<file path="src/rtl/cfu_pkg.sv">
// Shared definitions for the SIMD MAC CFU.
// Function ids and FSM state encoding.
package cfu_pkg;

  localparam logic [2:0] FN_PASS0   = 3'd0;
  localparam logic [2:0] FN_PASS1   = 3'd1;
  localparam logic [2:0] FN_SET_ACC = 3'd2;
  localparam logic [2:0] FN_MAC     = 3'd3;
  localparam logic [2:0] FN_GET_ACC = 3'd4;
  localparam logic [2:0] FN_SET_OFF = 3'd5;

  typedef enum logic [1:0] {
    ST_IDLE = 2'd0,
    ST_BUSY = 2'd1,
    ST_RESP = 2'd2
  } state_t;

endpackage

</file>
<file path="src/rtl/cfu_simd_dot.sv">
// Combinational signed SIMD dot product with input offset.
// Lane 0 sits in the low bits of each operand.
module cfu_simd_dot #(
  parameter int LANE_W = 8,
  parameter int LANES  = 4,
  parameter int OFF_W  = 9,
  parameter int ACC_W  = 32
) (
  input  logic [LANES*LANE_W-1:0] a,
  input  logic [LANES*LANE_W-1:0] b,
  input  logic [OFF_W-1:0]        offset,
  output logic [ACC_W-1:0]        dot
);

  localparam int P_W = OFF_W + LANE_W;

  // Sum of per-lane (sext(a)+offset)*sext(b), wrapping at ACC_W
  always_comb begin
    logic signed [OFF_W-1:0] av;
    logic signed [P_W-1:0]   aw;
    logic signed [P_W-1:0]   bw;
    logic signed [P_W-1:0]   p;
    av  = '0;
    aw  = '0;
    bw  = '0;
    p   = '0;
    dot = '0;
    for (int i = 0; i < LANES; i++) begin
      av = {{(OFF_W-LANE_W){a[i*LANE_W+LANE_W-1]}},
            a[i*LANE_W +: LANE_W]} + offset;
      aw = P_W'(av);
      bw = {{(P_W-LANE_W){b[i*LANE_W+LANE_W-1]}},
            b[i*LANE_W +: LANE_W]};
      p  = aw * bw;
      dot = dot + {{(ACC_W-P_W){p[P_W-1]}}, p};
    end
  end

endmodule

</file>
<file path="src/rtl/cfu_simd_mac.sv">
// Multi-cycle SIMD multiply-accumulate CFU.
// One command in flight, fixed latency, back-pressured response.
module cfu_simd_mac
  import cfu_pkg::*;
#(
  parameter int DATA_W  = 32,
  parameter int LANE_W  = 8,
  parameter int LANES   = 4,
  parameter int ACC_W   = 32,
  parameter int OFF_W   = 9,
  parameter int LATENCY = 2
) (
  input  logic              clk,
  input  logic              resetn,
  input  logic              io_bus_cmd_valid,
  output logic              io_bus_cmd_ready,
  input  logic [2:0]        io_bus_cmd_payload_function_id,
  input  logic [DATA_W-1:0] io_bus_cmd_payload_inputs_0,
  input  logic [DATA_W-1:0] io_bus_cmd_payload_inputs_1,
  output logic              io_bus_rsp_valid,
  input  logic              io_bus_rsp_ready,
  output logic              io_bus_rsp_payload_response_ok,
  output logic [DATA_W-1:0] io_bus_rsp_payload_outputs_0
);

  localparam logic [3:0] CNT_LOAD = 4'(LATENCY - 1);

  state_t            state;
  state_t            next;
  logic [3:0]        cnt;
  logic [2:0]        fn_q;
  logic [DATA_W-1:0] a_q;
  logic [DATA_W-1:0] b_q;
  logic [ACC_W-1:0]  acc;
  logic [OFF_W-1:0]  offset;

  logic              accept;
  logic              enter_resp;
  logic [2:0]        fn_c;
  logic [DATA_W-1:0] a_c;
  logic [DATA_W-1:0] b_c;
  logic [ACC_W-1:0]  dot;
  logic [DATA_W-1:0] res;
  logic              ok_n;
  logic              acc_we;
  logic              off_we;

  assign accept = io_bus_cmd_valid & io_bus_cmd_ready;

  // Operands come straight off the bus when latency 1 skips BUSY
  assign fn_c = (state == ST_IDLE) ? io_bus_cmd_payload_function_id : fn_q;
  assign a_c  = (state == ST_IDLE) ? io_bus_cmd_payload_inputs_0 : a_q;
  assign b_c  = (state == ST_IDLE) ? io_bus_cmd_payload_inputs_1 : b_q;

  cfu_simd_dot #(
    .LANE_W (LANE_W),
    .LANES  (LANES),
    .OFF_W  (OFF_W),
    .ACC_W  (ACC_W)
  ) u_dot (
    .a      (a_c),
    .b      (b_c),
    .offset (offset),
    .dot    (dot)
  );

  // Next-state logic
  always_comb begin
    next = state;
    unique case (state)
      ST_IDLE: if (accept)
                 next = (LATENCY == 1) ? ST_RESP : ST_BUSY;
      ST_BUSY: if (cnt == 4'd1) next = ST_RESP;
      ST_RESP: if (io_bus_rsp_ready) next = ST_IDLE;
      default: next = ST_IDLE;
    endcase
  end

  assign enter_resp = (next == ST_RESP) && (state != ST_RESP);

  // Function decode: result, status and state-write enables
  always_comb begin
    res    = '0;
    ok_n   = 1'b1;
    acc_we = 1'b0;
    off_we = 1'b0;
    unique case (1'b1)
      (fn_c == FN_PASS0):   res = a_c;
      (fn_c == FN_PASS1):   res = b_c;
      (fn_c == FN_SET_ACC): begin
        res    = a_c;
        acc_we = 1'b1;
      end
      (fn_c == FN_MAC): begin
        res    = acc + dot;
        acc_we = 1'b1;
      end
      (fn_c == FN_GET_ACC): res = acc;
      (fn_c == FN_SET_OFF): begin
        res    = a_c;
        off_we = 1'b1;
      end
      default: ok_n = 1'b0;
    endcase
  end

  // FSM state, ready flag and latency counter
  always_ff @(posedge clk or negedge resetn) begin
    if (!resetn) begin
      state            <= ST_IDLE;
      io_bus_cmd_ready <= 1'b1;
      cnt              <= '0;
      fn_q             <= '0;
      a_q              <= '0;
      b_q              <= '0;
    end else begin
      state            <= next;
      io_bus_cmd_ready <= (next == ST_IDLE);
      if (accept) begin
        cnt  <= CNT_LOAD;
        fn_q <= io_bus_cmd_payload_function_id;
        a_q  <= io_bus_cmd_payload_inputs_0;
        b_q  <= io_bus_cmd_payload_inputs_1;
      end else if (state == ST_BUSY) begin
        cnt <= cnt - 4'd1;
      end
    end
  end

  // Commit result and architectural state once, on entering RESP
  always_ff @(posedge clk or negedge resetn) begin
    if (!resetn) begin
      acc                            <= '0;
      offset                         <= '0;
      io_bus_rsp_valid               <= 1'b0;
      io_bus_rsp_payload_response_ok <= 1'b0;
      io_bus_rsp_payload_outputs_0   <= '0;
    end else if (enter_resp) begin
      io_bus_rsp_valid               <= 1'b1;
      io_bus_rsp_payload_response_ok <= ok_n;
      io_bus_rsp_payload_outputs_0   <= res;
      if (acc_we) acc <= res;
      if (off_we) offset <= a_c[OFF_W-1:0];
    end else if (state == ST_RESP && io_bus_rsp_ready) begin
      io_bus_rsp_valid <= 1'b0;
    end
  end

endmodule

</file>
<file path="config.mk">
export PLATFORM = sky130hd
export DESIGN_NAME = cfu_simd_mac
export DESIGN_NICKNAME = d
export VERILOG_FILES = /design/src/rtl/cfu_pkg.sv /design/src/rtl/cfu_simd_dot.sv /design/src/rtl/cfu_simd_mac.sv
export SDC_FILE = /design/constraint.sdc
export NUM_CORES = 1
export LEC_CHECK = 0
export CORE_UTILIZATION = 63
export CTS_BUF_LIST = sky130_fd_sc_hd__clkbuf_4 sky130_fd_sc_hd__clkbuf_8
export DETAILED_ROUTE_END_ITERATION = 12
export DONT_BUFFER_PORTS = 1
export HOLD_SLACK_MARGIN = 0.05
export MAX_ROUTING_LAYER = met4
export PLACE_DENSITY = 0.79
export SLEW_MARGIN = 20
export SYNTH_ARGS = -nofsm -noshare
export SYNTH_HDL_FRONTEND = slang
export SYNTH_SLANG_ARGS = --single-unit
</file>
<file path="constraint.sdc">
create_clock -name clk -period 17.5 [get_ports clk]
set_input_delay 4.375 -clock clk [delete_from_list [all_inputs] [get_ports clk]]
set_output_delay 4.375 -clock clk [all_outputs]
set_load 0.05 [all_outputs]
</file>
==> impl_metrics.yaml <==
yosys:
  avgSynthCellArea_um2: 9.555
  post_synth_inst_count: 2344
  seq_total_area_yosys: 0.1665
  synth.top_cells.by_area: "fa_1 30%, dfrtp_1 17%, ha_1 11%"
  synth.largest_area_cell: "fa_1"
  number_of_warnings_printed_during_yosys_synthesis: 0
  synth_seq_cells: 149
  ys_async_sr_fraction: 1.000
  leading_cell_type_by_number_of_instances_after_synthesis: "inv_1"
  mapped_nets: 2945
  synth_cell_types: 71
  synth_enable_flop_cells: 0
  synth_top_flop_cell: "dfrtp_1"
  syn-cell-area_um2: 22400
  synth.cells.most_frequent: "473 x inv_1, 338 x fa_1, 217 x nor2_1"
  fraction_of_synthesized_cell_area_taken_by_the_top_area_cell_type: 0.3021
drt:
  detailedRoute.firstPassIterationCount: 7
  vias_per_cell: 5.951
  wl_met1_um: 25080
  number_of_drc_markers_after_the_initial_detailed_route_iteration: 1708
  drc: 0
  met2WireLength_um: 26710
  drt.antenna.violating_nets: 0
  top_signal_layer_used: "met4"
  wl_met3_um: 6254
  avgRoutedWirePerCell_um: 21.35
  via_count: 16730
  routed_wirelength_um: 60050
finish:
  antenna_cells_inserted: 0
  multiInputGateArea_um2: 16710
  area_delta_synth_final_pct: 4.766
  nFillCells: 2697
  area.sequential_um2: 3730
  layout.nets: 2945
  drive_above_1_share: 0.09291
global_routing:
  pin_count_of_the_biggest_net_entering_global_routing: 150
  via_count_of_the_first_global_routing_pass: 17620
  grt_overflow_total: 0
  globalRouteTotalUtil: 0.3592
  antenna_found_initial: 0
  global_route_wire_length_before_repair_um: 95520
timing:
  timing.clock.skew_ns: 0.02684
  min_period_over_period: 0.8763
  setup_viol_count_final: 0
  fin_tns_setup_ns: 0
  timing.slew.headroom: 0.3095
  rsz0062_at_grt: "false"
  fmaxAchievable_ghz: 0.06521
  hold_violations: 0
  maxSlewViolCount: 0
  timing_worst_slew_pin_value_ns: 1.032
  fin_crit_ns: 15.33
worst_hold_path:
  hold-path-endpoint: "a_q[29]"
  hold_path_depth: 1
  worst_hold_path_type: "flop to flop"
  worst_hold_startpoint: "a_q[29]"
floorplan:
  die-width_um: 190.5
  std_cell_rows: 68
  chipHeight_um: 190.5
  core_area_um2: 34800
  design.die.area_um2: 36310
  starting_density_of_the_core: 0.6436
  pin_count: 106
critical_path:
  critical_path.reg2reg.endpoint: "acc[28]"
  slowest_delay_ns: 0.53
  critical_path_arrival_ns: 15.71
  worst-setup-path-type: "input port to flop"
  timing.critical_path.required_ns: 17.87
  timing.critical_path.to_type: "flop"
  worst_r2r_startpoint: "state[0]"
  critical-path-slowest-cell: "xor2_1"
  cp_common_cell: "fa_1"
  ff2ff_setup_slack_ns: 4.19
  r2r_cells: 48
  timing.critical_path.fanout_max: 15
  worst_setup_path_start_kind: "input port"
cts:
  clkLatencyLatePin_ns: 0.49
  cts.clk_slew.worst_paths_ns: 0.10
  numClockSinks: 149
  cts_tree: "yes"
  postCtsSetupBuffers: 0
  tritoncts.num_buffers: 17
  cts.path.max_buffers: 2
  cts-resized-gates: 0
  clockRootBuffer: "clkbuf_8"
  cts-hold-fix-buffers: 0
  cts_htree_levels: 4
placement:
  port_buffers: 0
  hpwl_um: 49230
  place_congestion: 0.9889
outcome:
  result_of_the_run: "complete, no violations"
job:
  cap_violations: 0
==> flip-flops by register name, summed over array words and instances (netlist names) <==
name	count
io_bus_rsp_valid	1
offset	9
cnt	4
io_bus_rsp_payload_outputs_0	32
io_bus_cmd_ready	1
b_q	32
acc	32
fn_q	3
state	2
io_bus_rsp_payload_response_ok	1
a_q	32
==> metal layers <==
layer  up-vias  GRT usage
li1       7423          -
met4         0     0.1255
met1      8367     0.4901
met2       826     0.5340
met5         -          -
met3       117    0.07361
==> critical path: cells and delay by family <==
kind | cells | cell delay [ns]
AO/OA/AOI/OAI | 16 | 3.26
XOR/XNOR | 3 | 0.85
adder cells (fa/ha/maj) | 12 | 5.07
buffers and inverters | 9 | 1.07
multiplexers | 1 | 0.19
AND/OR/NAND/NOR | 5 | 0.90
==> worst max-delay path by stage <==
stage | startpoint | end | slack (ns) | depth (start not counted)
after floorplan | io_bus_cmd_payload_inputs_0[0] | acc[28] | 2.73 | 44
after global placement | io_bus_cmd_payload_inputs_0[0] | acc[28] | 2.12 | 46
after detailed placement | io_bus_cmd_payload_inputs_0[0] | acc[28] | 1.82 | 46
after CTS | io_bus_cmd_payload_inputs_0[0] | acc[28] | 2.29 | 46
after global routing | io_bus_cmd_payload_inputs_0[0] | acc[26] | 1.57 | 46
final | io_bus_cmd_payload_inputs_0[0] | acc[28] | 2.17 | 46
==> placed cells by master, fill, tap and decap left out, types with 25 or more instances in the layout <==
cell type	netlist	layout
o21bai_1	25	25
dfrtp_1	148	148
mux2_2	111	111
inv_1	473	473
fa_1	338	338
o21ai_1	47	47
a21oi_1	88	88
mux2i_1	40	35
nand2b_1	54	54
buf_4	0	35
xor2_1	42	42
o21ai_0	43	43
nor2b_1	36	35
nor2_1	217	217
xnor2_1	98	98
nand2_1	129	129
a21o_1	38	38
ha_1	192	192
==> kinds of logic (layout without fill, tap and decap cells) <==
kind of cell | after synthesis | count (layout) | synth area share
and+or+nand+nor | 498 | 498 | 0.1006
AOI/OAI and AO/OA | 339 | 339 | 0.09816
muxes | 155 | 155 | 0.07620
adders and majority gates | 530 | 530 | 0.4094
DFF | 149 | 149 | 0.1665
buffers and inverters | 527 | 540 | 0.08871
xor gates and xnor gates | 146 | 146 | 0.06039
==> metrics by stage <==
step                      instance area (µm²)  worst slack (ns)  hold WS (ns)  utilization  instances
after floorplan                         22400             2.729        0.4712            -       2344
after global placement                  23040             2.121        0.4818       0.6622       2780
after detailed placement                23050             1.820        0.4904       0.6624       2780
after CTS                               23460             2.294        0.5116       0.6743       2812
after global routing                    23460             1.568        0.5247       0.6743       2812
final                                   23460             2.165        0.5110       0.6743       2812
==> area by class of cell <==
type / instances / area share
Inverter: 473 / 0.07567
Tap cell: 455 / 0.02426
Clock buffer: 18 / 0.01056
Timing Repair Buffer: 35 / 0.01120
Sequential cell: 149 / 0.1590
Clock inverter: 14 / 0.007039
Multi-Input combinational cell: 1668 / 0.7123
Power is left out: the tool's default activity adds up to more than one toggle a clock period on the data nets, which glitch-free logic cannot reach.
